$ cat src/rtl/cpu_step_pkg.sv
// Shared mode encodings, FSM state type and enable-source selection
// for the CPU step controller.
package cpu_step_pkg;

    localparam logic [1:0] MODE_MANUAL = 2'b00;
    localparam logic [1:0] MODE_SLOW   = 2'b01;
    localparam logic [1:0] MODE_FAST   = 2'b10;
    localparam logic [1:0] MODE_EX     = 2'b11;

    typedef enum logic {
        RUN    = 1'b0,
        SWITCH = 1'b1
    } step_state_e;

    // Selects the raw step request for the mode currently in effect.
    function automatic logic pick_src(
        input logic [1:0] mode,
        input logic       btn_rise,
        input logic       slow_tick,
        input logic       fast_tick
    );
        logic src;
        src = 1'b0;
        unique case (mode)
            MODE_MANUAL: src = btn_rise;
            MODE_SLOW:   src = slow_tick;
            MODE_FAST:   src = fast_tick;
            MODE_EX:     src = 1'b1;
            default:     src = 1'b0;
        endcase
        return src;
    endfunction

endpackage

$ cat src/rtl/btn_debounce.sv
// Push-button synchroniser, stability-count debouncer and
// single-cycle rising-edge pulse.
module btn_debounce
    import cpu_step_pkg::*;
#(
    parameter int DEBOUNCE_CYCLES = 65536
) (
    input  logic ui_clk_from_ddr,
    input  logic rst,
    input  logic manual_clk,
    output logic btn_rise
);

    localparam int CNT_W = (DEBOUNCE_CYCLES > 2) ? $clog2(DEBOUNCE_CYCLES) : 1;
    localparam logic [CNT_W-1:0] CNT_LAST = CNT_W'(DEBOUNCE_CYCLES - 1);

    logic             btn_s1;
    logic             btn_s;
    logic             btn_db;
    logic             btn_db_q;
    logic [CNT_W-1:0] db_cnt;

    // Two-flop synchroniser for the asynchronous button.
    always_ff @(posedge ui_clk_from_ddr) begin
        if (rst) begin
            btn_s1 <= 1'b0;
            btn_s  <= 1'b0;
        end else begin
            btn_s1 <= manual_clk;
            btn_s  <= btn_s1;
        end
    end

    // Accept a new level only after it has held for the full window.
    always_ff @(posedge ui_clk_from_ddr) begin
        if (rst) begin
            db_cnt   <= '0;
            btn_db   <= 1'b0;
            btn_db_q <= 1'b0;
        end else begin
            btn_db_q <= btn_db;
            if (btn_s == btn_db) begin
                db_cnt <= '0;
            end else if (db_cnt == CNT_LAST) begin
                btn_db <= btn_s;
                db_cnt <= '0;
            end else begin
                db_cnt <= db_cnt + 1'b1;
            end
        end
    end

    assign btn_rise = btn_db & ~btn_db_q;

endmodule

$ cat src/rtl/cpu_step_ctrl.sv
// CPU single-cycle step enable generator: manual, slow, fast, free-run.
// Optional step counter output enabled by defining STEP_COUNT_EN.
module cpu_step_ctrl
    import cpu_step_pkg::*;
#(
    parameter int SLOW_LOG2       = 22,
    parameter int FAST_LOG2       = 2,
    parameter int DEBOUNCE_CYCLES = 65536
) (
    input  logic        ui_clk_from_ddr,
    input  logic        rst,
    input  logic [7:6]  SW,
    input  logic        manual_clk,
    input  logic        halt,
`ifdef STEP_COUNT_EN
    output logic [31:0] step_count,
`endif
    output logic        cpu_en,
    output logic [1:0]  mode_cur,
    output logic        switching
);

    logic [1:0]           sw_s1;
    logic [1:0]           sw_s;
    logic [SLOW_LOG2-1:0] div_cnt;
    logic                 btn_rise;
    logic                 slow_tick;
    logic                 fast_tick;
    logic                 src;
    logic                 mode_hit;
    step_state_e          state;

    btn_debounce #(
        .DEBOUNCE_CYCLES(DEBOUNCE_CYCLES)
    ) u_btn (
        .ui_clk_from_ddr(ui_clk_from_ddr),
        .rst            (rst),
        .manual_clk     (manual_clk),
        .btn_rise       (btn_rise)
    );

    // Two-flop synchroniser for the mode switches.
    always_ff @(posedge ui_clk_from_ddr) begin
        if (rst) begin
            sw_s1 <= 2'b00;
            sw_s  <= 2'b00;
        end else begin
            sw_s1 <= SW;
            sw_s  <= sw_s1;
        end
    end

    // Free-running divider, restarted on every mode change.
    always_ff @(posedge ui_clk_from_ddr) begin
        if (rst || state == SWITCH) begin
            div_cnt <= '0;
        end else begin
            div_cnt <= div_cnt + 1'b1;
        end
    end

    assign slow_tick = &div_cnt;
    assign fast_tick = &div_cnt[FAST_LOG2-1:0];
    assign mode_hit  = (sw_s == mode_cur);

    // Step request for the mode in effect.
    always_comb begin
        src = 1'b0;
        src = pick_src(mode_cur, btn_rise, slow_tick, fast_tick);
    end

    // Mode FSM with one blackout cycle; owns all registered outputs.
    always_ff @(posedge ui_clk_from_ddr) begin
        if (rst) begin
            state     <= RUN;
            mode_cur  <= MODE_MANUAL;
            switching <= 1'b0;
            cpu_en    <= 1'b0;
        end else begin
            cpu_en <= src & ~halt & (state == RUN) & mode_hit;
            unique case (state)
                RUN: begin
                    if (!mode_hit) begin
                        state     <= SWITCH;
                        switching <= 1'b1;
                    end
                end
                SWITCH: begin
                    mode_cur  <= sw_s;
                    state     <= RUN;
                    switching <= 1'b0;
                end
                default: begin
                    state     <= RUN;
                    switching <= 1'b0;
                end
            endcase
        end
    end

`ifdef STEP_COUNT_EN
    // Counts every issued step; wraps naturally at 2^32.
    always_ff @(posedge ui_clk_from_ddr) begin
        if (rst) begin
            step_count <= '0;
        end else if (cpu_en) begin
            step_count <= step_count + 32'd1;
        end
    end
`endif

endmodule

$ cat config.mk
export PLATFORM = sky130hd
export DESIGN_NAME = cpu_step_ctrl
export DESIGN_NICKNAME = d
export VERILOG_FILES = /design/src/rtl/cpu_step_pkg.sv /design/src/rtl/btn_debounce.sv /design/src/rtl/cpu_step_ctrl.sv
export SDC_FILE = /design/constraint.sdc
export NUM_CORES = 1
export LEC_CHECK = 0
export BUFFER_PORTS_ARGS = -buffer_cell sky130_fd_sc_hd__buf_2
export CAP_MARGIN = 25
export CORE_AREA = 2 2 63 65
export CTS_CLUSTER_SIZE = 8
export DETAILED_ROUTE_END_ITERATION = 12
export DIE_AREA = 0 0 65 67
export PLACE_DENSITY = 0.75
export SLEW_MARGIN = 5
export SYNTH_ARGS = -nofsm -noshare
export SYNTH_HDL_FRONTEND = slang
export SYNTH_SLANG_ARGS = --single-unit
$ cat constraint.sdc
create_clock -name ui_clk_from_ddr -period 2.2 [get_ports ui_clk_from_ddr]
set_input_delay 0.55 -clock ui_clk_from_ddr [delete_from_list [all_inputs] [get_ports ui_clk_from_ddr]]
set_output_delay 0.55 -clock ui_clk_from_ddr [all_outputs]
set_load 0.02 [all_outputs]
### Word-level counts from Yosys, hierarchy flattened

Index checks and enable logic that the tools add are counted.

| word-level totals | value |
|---|---|
| output and inout bits | 4 |
| logic and storage cells | 40 |
| input port bits | 6 |
| bits in registers | 51 |

| operators by class | value |
|---|---|
| equal/unequal tests | 7 |
| reductions and logical operators | 6 |
| mux-type cells | 5 |
| add/sub/neg operators | 2 |
| bitwise logic cells | 8 |

Operators by type and width:

| kind | count |
|---|---|
| adder 22 x 1 -> 22 bit, second input constant | 1 |
| AND reduction 22 bit | 1 |
| adder 16 x 1 -> 16 bit, second input constant | 1 |
| == test 16 bit, second input constant | 1 |
| AND 1 bit | 4 |
| == test 2 bit, second input constant | 2 |
| inverter 1 bit | 4 |
| one-hot mux 1 bit (2 select lines) | 2 |
| one-hot mux 1 bit (4 select lines) | 1 |
| AND reduction 2 bit | 2 |
| OR reduction 3 bit | 1 |
| == test 2 x 1 -> 1 bit, second input constant | 1 |
| == test 2 bit | 1 |
| zero test 2 bit | 1 |
| 2-to-1 mux 1 bit | 2 |
| inequality test 2 bit, second input constant | 1 |
| == test 1 bit | 1 |
| logical OR 1 bit | 1 |

### Longest topological paths before layout

Gate-level depths: netlist (run 1).

| logic depth | value |
|---|---|
| word-level depth | 6 |
| gate-level depth with buffers | 6 |
| gate-level depth less buffers | 5 |

### Modules after synthesis

From an unflattened synthesis (run 1), not the netlist that was laid out.

| unflattened totals | value |
|---|---|
| cell total of the unflattened synthesis | 235 |
| area, all modules | 2,152.1 µm² |

Modules (own cells, without submodules):

| module | times used | area each (µm²) | seq. area each (µm²) | cells each |
|---|---|---|---|---|
| cpu_step_ctrl | 1 | 1,297.5 | 620.6 | 141 |
| btn_debounce | 1 | 854.6 | 400.4 | 94 |

### Worst setup path after synthesis (run 1)

OpenSTA, ideal clock, no wires.

| timing | value |
|---|---|
| path kind | register to register |
| from | register div_cnt[0] |
| to | register div_cnt[18] |
| stages on the path, launching flop included | 7 |
| clock period less this slack | 1.891 ns |
| arrival | 1.831 ns |
| required time | 2.141 ns |
| path buffers | 1 |
| path slack | 0.309 ns |
| setup time | 0.059 ns |
| path through | dfxtp_1 ha_1 nand3_2 or4_1 buf_2 or4_1 nand2_1 |

| on the way | value |
|---|---|
| longest elaborated chain between the ends | 1 |

Ends and longest elaborated chain:

| element | RTL line | RTL |
|---|---|---|
| start, declared | cpu_step_ctrl.sv:25 | `logic [SLOW_LOG2-1:0] div_cnt;` |
| start signal, assigned | cpu_step_ctrl.sv:58 | `div_cnt <= div_cnt + 1'b1;` |
| adder 22 x 1 -> 22 bit | cpu_step_ctrl.sv:58 |  |

No other way between the ends.
A chain may end at the register's enable or synchronous reset.

### Worst setup path in the final report (run 1)

Same ends and word-level chain as after synthesis.

==> summary.md, run 1 <==
| Metric | Value |
|---|---|
| Run status | complete, no violations |
| Post-DRT Antenna Nets | 0 |
| Routed length per instance | 11.8 µm |
| Period utilisation layout | 90.3% |
| Gr usage total | 18.3% |
| Pwr Density | 659 mW/mm² |
| Final hold vios | 0 |
| Synth cell types | 34 |
| Post-CTS Setup Bufs | 0 |
| RSZ-0062 raised after global routing | false |
| Placed Area | 0.00220 mm² |
| First DRT Iteration DRCs | 94 |
| CP Max Fanout | 8 |
| Global route overflow | 0 |
| Worst setup path endpoint | div_cnt[18]$_SDFF_PP0_ |
| Filler instances | 307 |
| Clk buf depth | 2 |
| Post-route DRC | 0 |
| Hold Crit Start | sw_s1[0]$_SDFF_PP0_ |
| Multi-input logic area | 0.00103 mm² |
| H-tree levels | 2 |
| Clock Skew | 0.00658 ns |
| F_max | 503 MHz |
| Initial Util | 58.3% |
| Syn Nets | 241 |
| First-pass DRT Iterations | 4 |
| Final Critical Period | 1.99 ns |
| Gp weighted congestion | 0.776 |
| Worst skew pair latency | 0.29 ns |
| PortBufs | 9 |
| Initial antenna violation count | 0 |
| Largest net degree at the start of global routing | 21 |
| Vias in the first global route | 1403 |
| Worst path arrival time | 2.23 ns |
| Root Driver | clkbuf_8 |
| CP Class | reg -> reg |
| IO Pins | 10 |
| Design Area, Final | 0.00229 mm² |
| Ys Warns | 0 |
| Number of diodes | 0 |
| Critical Path Source Type | flip-flop |
| Top Layer Used | met4 |
| Synthesis-stage register bit count | 51 |
| Die Span X | 65 µm |
| Met3 routed WL | 106 µm |
| Layout cells sized above 1 | 11.0% |
| Die area | 0.00436 mm² |
| Fin Setup TNS | 0 ns |
| Sequential cell area | 0.00102 mm² |
| CP Capture Type | flip-flop |
| TritonCTS clock tree | built |
| R2R depth | 5 |
| Post-Syn Instances | 233 |
| Max IR drop VDD | 0.000414 V |
| Cts bufs inserted | 5 |
| Synthesized cell area | 0.00210 mm² |
| RR Startpoint | div_cnt[0]$_SDFF_PP0_ |
| Hold crit path type | reg -> reg |
| Worst slew pin tran | 0.558 ns |
| Via count | 1589 |
| CP Launch Point | div_cnt[0]$_SDFF_PP0_ |
| Metal1 wirelength | 1.72 mm |
| Pleak | 0.000783 µW |
| Final setup vio count | 0 |
| Max-cap violations | 0 |
| Max_slew headroom | 62.5% |
| Slew Viols, Final | 0 |
| DP Wirelength | 2.44 mm |
| Met2 Wirelength | 1.58 mm |
| R2r setup slk | 0.21 ns |
| R2R Path End | div_cnt[18]$_SDFF_PP0_ |
| Nets | 253 |
| Routed vias/inst | 5.40 |
| Seq/Total Area, Yosys | 48.6% |
| First-pass GRT wire length | 6.07 mm |
| Commonest non-fill, non-tap cells in the layout | dfxtp_1 (51), nor2_1 (37), xnor2_1 (16) |
| Clk sinks | 51 |
| Post-CTS Hold Buffers | 0 |
| Die Y | 67 µm |
| Mean post-synth cell area | 9.02 µm² |
| Core area | 0.00361 mm² |
| Layout area overhead | 8.81% |
| Critical Path RT | 2.45 ns |
| Row cnt | 22 |
| Clk pin slew, worst setup/hold paths | 0.09 ns |
| DRT Wirelength | 3.48 mm |
| Commonest non-fill, non-tap cell in the layout | dfxtp_1 |
-- worst min path at each step --
| stage | endpoint | slack [ns] | cells after the start |
|---|---|---|---|
| 5_1_grt | sw_s[0]$_SDFF_PP0_ | 0.46 | 1 |
| 6_report | sw_s[0]$_SDFF_PP0_ | 0.44 | 1 |
| 3_5_place_dp | u_btn.btn_s$_SDFF_PP0_ | 0.43 | 1 |
| 4_1_cts | u_btn.btn_s$_SDFF_PP0_ | 0.45 | 1 |
| 3_3_place_gp | sw_s[0]$_SDFF_PP0_ | 0.42 | 1 |
| 2_1_floorplan | sw_s[0]$_SDFF_PP0_ | 0.41 | 1 |
-- state kept, by name, summed over array words and instances, names as in the netlist --
signal and count:
cpu_en 1, div_cnt 22, mode_cur 2, state 1, sw_s 2, sw_s1 2
switching 1, u_btn.btn_db 1, u_btn.btn_db_q 1, u_btn.btn_s 1, u_btn.btn_s1 1, u_btn.db_cnt 16
-- timing repair --
action	4_1_cts	5_1_grt
hold endpoints to repair	0	0
setup endpoints to repair	0	1
gates resized for setup	0	1
-- synth_stat cells (all sizes together) --
cell    count  area [µm²]
a31o        2        17.5
o21ai       7        35.0
inv         6        22.5
nor3        4        20.0
clkbuf      6        22.5
nand4      12        81.3
xor2       10        87.6
mux2        1        11.3
nor4b       1        8.76
xnor2      16         140
or4         4        30.0
a211oi      1        7.51
a21oi       9        45.0
a31oi       1        6.26
or2         2        12.5
nor2b       8        50.1
nor4        4        25.0
nor3b       2        15.0
o211ai      1        7.51
o211a       1        10.0
ha          2        25.0
nand2      14        52.6
nor2       37         139
and4        3        26.3
nand3      11        65.1
mux2i       3        30.0
buf         1        5.00
and3        2        12.5
and2        2        12.5
dfxtp      51        1020
o22ai       1        6.26
or3         8        50.1
-- where the power goes --
part           switching [µW]  internal [µW]
Clock                     280            224
Combinational            31.3           22.3
Sequential               11.9            937
Total                     323           1180
-- logic make-up after synthesis --
kind of cell | Yosys count | synth area share, %
simple gates | 114 | 28.6
xor+xnor | 26 | 10.8
compound gates | 23 | 6.43
fa+ha+maj | 2 | 1.19
buf+inv | 13 | 2.38
flops | 51 | 48.6
mux | 4 | 1.97
-- layer usage --
| metal | GRT usage, % | vias to the layer above |
|---|---|---|
| met5 | 0 | - |
| met4 | 9.57 | 0 |
| met3 | 5.07 | 6 |
| met2 | 28.7 | 16 |
| met1 | 22.9 | 728 |
| li1 | - | 839 |
-- critical path: stages, from the launching register on --
cell and delay, ns:
dfxtp_1 0.40, ha_1 0.25, nand3_2 0.17, or4_4 0.56
or4_1 0.48, nand2_1 0.07
-- layout make-up --
class	instances	area share (%)
well taps	48	2.63
multi-input cells	169	45.2
clock buffers	7	3.34
inverters	6	0.985
repair buffers	12	2.96
flip-flops and latches	51	44.7
clock inverters	1	0.219
-- metrics by stage --
step | total power [µW] | setup WS, ns | hold WS (ns) | instances | util (%)
after CTS | 1530 | 0.160 | 0.449 | 294 | 63.3
after floorplan | 1010 | 0.309 | 0.414 | 233 | -
after detailed placement | 1020 | 0.184 | 0.428 | 286 | 61.0
after global placement | 1020 | 0.249 | 0.417 | 286 | 61.0
final | 1510 | 0.213 | 0.445 | 294 | 63.4
after global routing | 1580 | 0.0952 | 0.458 | 294 | 63.4
(Power assumes the default switching activity.)
==> run 2, diff against run 1 <==
Settings changed: REMOVE_ABC_BUFFERS from default to 1.
==> run 2 against run 1 <==
Final cell count is 0.34% lower. Sequential share of layout area hardly changed. Register-to-register slack worse by 0.02 ns. Critical path depth stayed put. Highest routed layer unchanged. Final area is 0.11% lower. Clock skew is 0.0069 ns higher. Worst setup slack worse by 0.024 ns. Utilization is 0.069 points lower. Largest cell class unchanged. Global-route usage is 0.12 points higher. Largest power group unchanged. First-iteration DRC count is 18% lower. Combinational power hardly changed. Via count is 1.4% lower. Critical path type unchanged. Critical endpoint unchanged.
==> summary.md, run 2 (same netlist as run 1, synthesis figures left out) <==
| Metric | Value |
|---|---|
| Layout cells sized above 1 | 11.0% |
| Core area | 0.00361 mm² |
| Clk pin slew, worst setup/hold paths | 0.09 ns |
| Biggest regs | div_cnt: 22 flops, u_btn.db_cnt: 16 flops |
| Worst path arrival time | 2.26 ns |
| Post-CTS sizing | 0 |
| Critical path buffers and inverters | 0 |
| Met3 global-route usage | 3.55% |
| Die Span X | 65 µm |
| Fin Setup TNS | 0 ns |
| Most flops, register | div_cnt |
| Vias in the first global route | 1447 |
| Clock Skew | 0.0135 ns |
| Die area | 0.00436 mm² |
| Max_slew headroom | 62.1% |
| Critical Path Source Type | flip-flop |
| Critical-path cell list | ha_1 -> nand3_2 -> or4_1 -> or4_1 -> nand2_1 |
| Final hold vios | 0 |
| DP Wirelength | 2.53 mm |
| Final setup vio count | 0 |
| IO Pins | 10 |
| Root Driver | clkbuf_8 |
| Number of diodes | 0 |
| Gp weighted congestion | 0.774 |
| Final hold slack | 0.444 ns |
| CP Class | reg -> reg |
| First-pass DRT Iterations | 4 |
| Max stage delay on crit path | 0.61 ns |
| RSZ-0062 raised after global routing | false |
| Via count | 1567 |
| Nets | 253 |
| Worst skew pair latency | 0.30 ns |
| Cts bufs inserted | 5 |
| Period utilisation layout | 91.4% |
| Largest net degree at the start of global routing | 16 |
| Placed cell count | 286 |
| Post-CTS Hold Buffers | 0 |
| Max-cap violations | 0 |
| Die Y | 67 µm |
| Gr usage total | 18.5% |
| F_max | 497 MHz |
| Initial Util | 58.3% |
| Post-DRT Antenna Nets | 0 |
| H-tree levels | 2 |
| Number of flip-flops in the largest register | 22 |
| GR Util met2 | 30.5% |
| Cell Count, Final, Fillers Out | 293 |
| Max IR drop VDD | 0.000486 V |
| Hold crit path type | reg -> reg |
| Pleak | 0.000783 µW |
| Top delay family on crit path | simple AND/OR/NAND/NOR gates |
| Design Area, Final | 0.00228 mm² |
| PortBufs | 9 |
| CP Capture Type | flip-flop |
| Pwr Density | 661 mW/mm² |
| Row cnt | 22 |
| Critical Path RT | 2.45 ns |
| Slew Viols, Final | 0 |
| First DRT Iteration DRCs | 77 |
| CP dominant cell by count | or4_1 |
| Worst slew pin tran | 0.564 ns |
| Run status | complete, no violations |
| Commonest non-fill, non-tap cell in the layout | dfxtp_1 |
| Global route overflow | 0 |
| Initial antenna violation count | 0 |
| Layout area overhead | 8.70% |
| Final Critical Period | 2.01 ns |
| Post-route DRC | 0 |
| Gr busiest metal | met2 |
| CP max-delay cell | or4_1 |
| Routed vias/inst | 5.35 |
| Placed Area | 0.00220 mm² |
| Met1 usage | 22.5% |
| TritonCTS clock tree | built |
| First-pass GRT wire length | 6.12 mm |
| Commonest non-fill, non-tap cells in the layout | dfxtp_1 (51), nor2_1 (37), xnor2_1 (16) |
| Routed length per instance | 11.9 µm |
| Clk sinks | 51 |
| DRT Wirelength | 3.49 mm |
| CP Max Fanout | 8 |
| Post-CTS Setup Bufs | 0 |
| Clk buf depth | 2 |
[run 2: cell types whose count changed in the layout (fill, tap and decap cells not counted)]
cell,previous run,this run
clkbuf_1,2,0
or4_1,3,4
clkinv_4,0,1
or4_4,1,0
[run 2: layout make-up]
| class | count | area (µm²) |
|---|---|---|
| multi-input cells | 169 | 1030 |
| fillers | 324 | 1320 |
| well taps | 48 | 60.1 |
| inverters | 6 | 22.5 |
| repair buffers | 12 | 67.6 |
| clock buffers | 5 | 68.8 |
| clock inverters | 2 | 13.8 |
| flip-flops and latches | 51 | 1020 |
[run 2: worst paths after layout]
path                                            start                endpoint  slack (ns)  cells past startpoint
worst max-delay path            div_cnt[0]$_SDFF_PP0_  div_cnt[18]$_SDFF_PP0_        0.19                      5
worst min-delay path              sw_s1[0]$_SDFF_PP0_      sw_s[0]$_SDFF_PP0_        0.44                      1
worst max register to register  div_cnt[0]$_SDFF_PP0_  div_cnt[18]$_SDFF_PP0_        0.19                      5
worst min register to register    sw_s1[0]$_SDFF_PP0_      sw_s[0]$_SDFF_PP0_        0.44                      1
[run 2: layer usage]
layer,vias up,part of all wire [%]
met4,0,1.3
met1,714,50
li1,832,-
met5,-,0
met3,4,2.5
met2,17,46
[run 2: report_power, final]
| group | internal, µW | leakage, µW | switching, µW |
|---|---|---|---|
| sequential | 937 | 0.000413 | 11.4 |
| combinational | 22.7 | 0.000326 | 31.1 |
| clock | 218 | 0.0000440 | 289 |
[run 2: per-stage QoR]
| step | power [µW] | worst slack (ns) | utilization (%) |
|---|---|---|---|
| 6_report | 1510 | 0.190 | 63.3 |
| 5_1_grt | 1580 | 0.0693 | 63.3 |
| 4_1_cts | 1520 | 0.184 | 63.3 |
| 3_5_place_dp | 1020 | 0.200 | 61.0 |
| 3_3_place_gp | 1020 | 0.233 | 61.0 |
| 2_1_floorplan | 1000 | 0.332 | - |
==> run 3, diff against run 2 <==
Settings changed: ABC_AREA from default to 1, CORE_AREA 2 2 63 65 to 2 2 64 66, DIE_AREA 0 0 65 67 to 0 0 66 68, PLACE_DENSITY 0.75 to 0.77.
==> run 3 against run 2 <==
Combinational power is 47% higher. Utilization is 1.0 points lower. Total power rose by 8.8%. Clock skew decreased by 0.0055 ns. First-iteration DRC count increased by 14%. Clock-buffer cell count increased by 1. Final area grew 5.2%. Critical endpoint is now cpu_en$_SDFF_PP0_.
==> summary.md, run 3 <==
| Metric | Value |
|---|---|
| Seq/Total Area, Yosys | 46.0% |
| CP Capture Type | flip-flop |
| R2R Path End | cpu_en$_SDFF_PP0_ |
| Number of diodes | 0 |
| CP Launch Point | div_cnt[0]$_SDFF_PP0_ |
| Synthesis-stage register bit count | 51 |
| Clk sinks | 51 |
| EDFF count, synth | 0 |
| Worst setup path endpoint | cpu_en$_SDFF_PP0_ |
| Fin Setup TNS | 0 ns |
| CP Max Fanout | 6 |
| Synth cell count leaders | nor2_1 (62), dfxtp_1 (51), nand2_1 (50) |
| Routed length per instance | 10.4 µm |
| Post-CTS Setup Bufs | 0 |
| Ys Warns | 0 |
| Placed cell count | 350 |
| Via count | 1769 |
| Met1 usage | 22.1% |
| RSZ-0062 raised after global routing | false |
| Slew Viols, Final | 0 |
| Max-cap violations | 0 |
| Mean post-synth cell area | 7.55 µm² |
| Max IR drop VDD | 0.000484 V |
| Worst path arrival time | 1.75 ns |
| Cell Count, Final, Fillers Out | 357 |
| Gr usage total | 17.9% |
| RR Startpoint | div_cnt[0]$_SDFF_PP0_ |
| First DRT Iteration DRCs | 88 |
| Final hold vios | 0 |
| Root Driver | clkbuf_8 |
| Most flops, register | div_cnt |
| Pwr Density | 683 mW/mm² |
| Post-DRT Antenna Nets | 0 |
| Synth top area share | 46.0% |
| Pleak | 0.000883 µW |
| Synth cell types | 30 |
| Number of flip-flops in the largest register | 22 |
| Critical Path RT | 2.44 ns |
| Synth top area cells | dfxtp_1 (46%), nor2_1 (10%), nand2_1 (8.5%) |
| Worst slew pin tran | 0.257 ns |
| Final setup vio count | 0 |
| R2R depth | 9 |
| First-pass DRT Iterations | 4 |
| TritonCTS clock tree | built |
| Clk pin slew, worst setup/hold paths | 0.08 ns |
| Met3 global-route usage | 5.10% |
| Clk buf depth | 2 |
| Nets | 315 |
| Die area | 0.00449 mm² |
| Max_slew headroom | 82.9% |
| Post-Syn Instances | 294 |
| Gr busiest metal | met2 |
| Hold crit path type | reg -> reg |
| IO Pins | 10 |
| Vias in the first global route | 1505 |
| Clock Skew | 0.00798 ns |
| Commonest non-fill, non-tap cell in the layout | nor2_1 |
| Gp weighted congestion | 0.810 |
| Global route overflow | 0 |
| CP Class | reg -> reg |
| Run status | complete, no violations |
| Synthesized cell area | 0.00222 mm² |
| Worst skew pair latency | 0.29 ns |
| Post-synth ARST share | 0% |
| Yosys top cell by area | dfxtp_1 |
| Core area | 0.00386 mm² |
| Critical Path Source Type | flip-flop |
| Period utilisation layout | 68.6% |
| Initial Util | 57.6% |
| DP Wirelength | 2.67 mm |
| Commonest non-fill, non-tap cells in the layout | nor2_1 (62), dfxtp_1 (51), nand2_1 (50) |
| Routed vias/inst | 4.96 |
| Biggest regs | div_cnt: 22 flops, u_btn.db_cnt: 16 flops |
| Count leader, synth | nor2_1 |
| Fin util | 62.3% |
| Layout area overhead | 8.23% |
| Die Y | 68 µm |
| First-pass GRT wire length | 6.19 mm |
| PortBufs | 9 |
| Post-CTS sizing | 0 |
| DRT Wirelength | 3.70 mm |
| Post-route DRC | 0 |
| Row cnt | 23 |
| Initial antenna violation count | 0 |
| F_max | 663 MHz |
| R2r setup slk | 0.69 ns |
| Die Span X | 66 µm |
| H-tree levels | 2 |
| GR Util met2 | 29.9% |
| Layout cells sized above 1 | 11.4% |
| Cts bufs inserted | 5 |
| Final Critical Period | 1.51 ns |
| Largest net degree at the start of global routing | 17 |
| Ys flop type | dfxtp_1 |
| Post-CTS Hold Buffers | 0 |
-- run 3: cell types whose count changed in the layout (fill, tap and decap cells not counted), moves of 4 or more --
cell     change
nor2_2       +5
nor2_1      +25
nor2_4       +4
nand3_1      +6
or3_1        -8
xnor2_1      -9
or4_1        -4
nand4_1      -7
nor2b_1      -8
inv_1       +25
nand2_1     +36
a21oi_1      +7
-- run 3: worst min path at each step --
stage / depth (start not counted) / start / to / slack [ns]
5_1_grt: 2 / sw_s1[0]$_SDFF_PP0_ / sw_s[0]$_SDFF_PP0_ / 0.43
2_1_floorplan: 2 / sw_s1[0]$_SDFF_PP0_ / sw_s[0]$_SDFF_PP0_ / 0.39
3_5_place_dp: 2 / sw_s1[0]$_SDFF_PP0_ / sw_s[0]$_SDFF_PP0_ / 0.40
3_3_place_gp: 2 / sw_s1[1]$_SDFF_PP0_ / sw_s[1]$_SDFF_PP0_ / 0.39
6_report: 2 / sw_s1[0]$_SDFF_PP0_ / sw_s[0]$_SDFF_PP0_ / 0.41
4_1_cts: 2 / sw_s1[0]$_SDFF_PP0_ / sw_s[0]$_SDFF_PP0_ / 0.41
-- run 3: critical path: stages, from the launching register on --
cell and delay (ns):
dfxtp_1 0.36, ha_1 0.20, nand2_1 0.10, nor2_2 0.23, nand2_2 0.15, nor2_4 0.18
nand3_1 0.09, nand3_1 0.07, nand2_1 0.05, inv_1 0.04
-- run 3: cell families after synthesis --
logic type,share of synthesized area (%)
AOI/OAI and AO/OA,7.38
xor gates and xnor gates,5.52
and+or+nand+nor,33.0
buffers and inverters,6.99
adders and majority gates,1.13
DFF,46.0
-- run 3: layer usage --
| layer | vias to the layer above | routed length [µm] |
|---|---|---|
| li1 | 950 | - |
| met1 | 791 | 1820 |
| met2 | 26 | 1700 |
| met3 | 2 | 142 |
| met4 | 0 | 29 |
| met5 | - | 0 |
-- run 3: power by group --
part           leakage [µW]  internal, µW  switching (µW)
logic              0.000419          29.3            49.7
clock network     0.0000513           333             276
registers          0.000413           940            13.5
total              0.000883          1300             339
-- run 3: stage by stage --
stage	total power, µW	hold slack [ns]	cell area, µm²	worst slack, ns
after floorplan	1030	0.388	2180	0.756
after global routing	1700	0.426	2400	0.489
final	1640	0.405	2400	0.691
after global placement	1050	0.392	2300	0.673
after detailed placement	1050	0.396	2300	0.646
after CTS	1660	0.408	2400	0.676
-- run 3: final cells by class --
cell class                 count  area (µm²)
clock buffer                   6        72.6
clock inverter                 1        30.0
fill                         361        1450
inverter                      32         120
multi-input combinational    207        1040
sequential                    51        1020
tap                           50        62.6
timing repair buffer          10        52.6
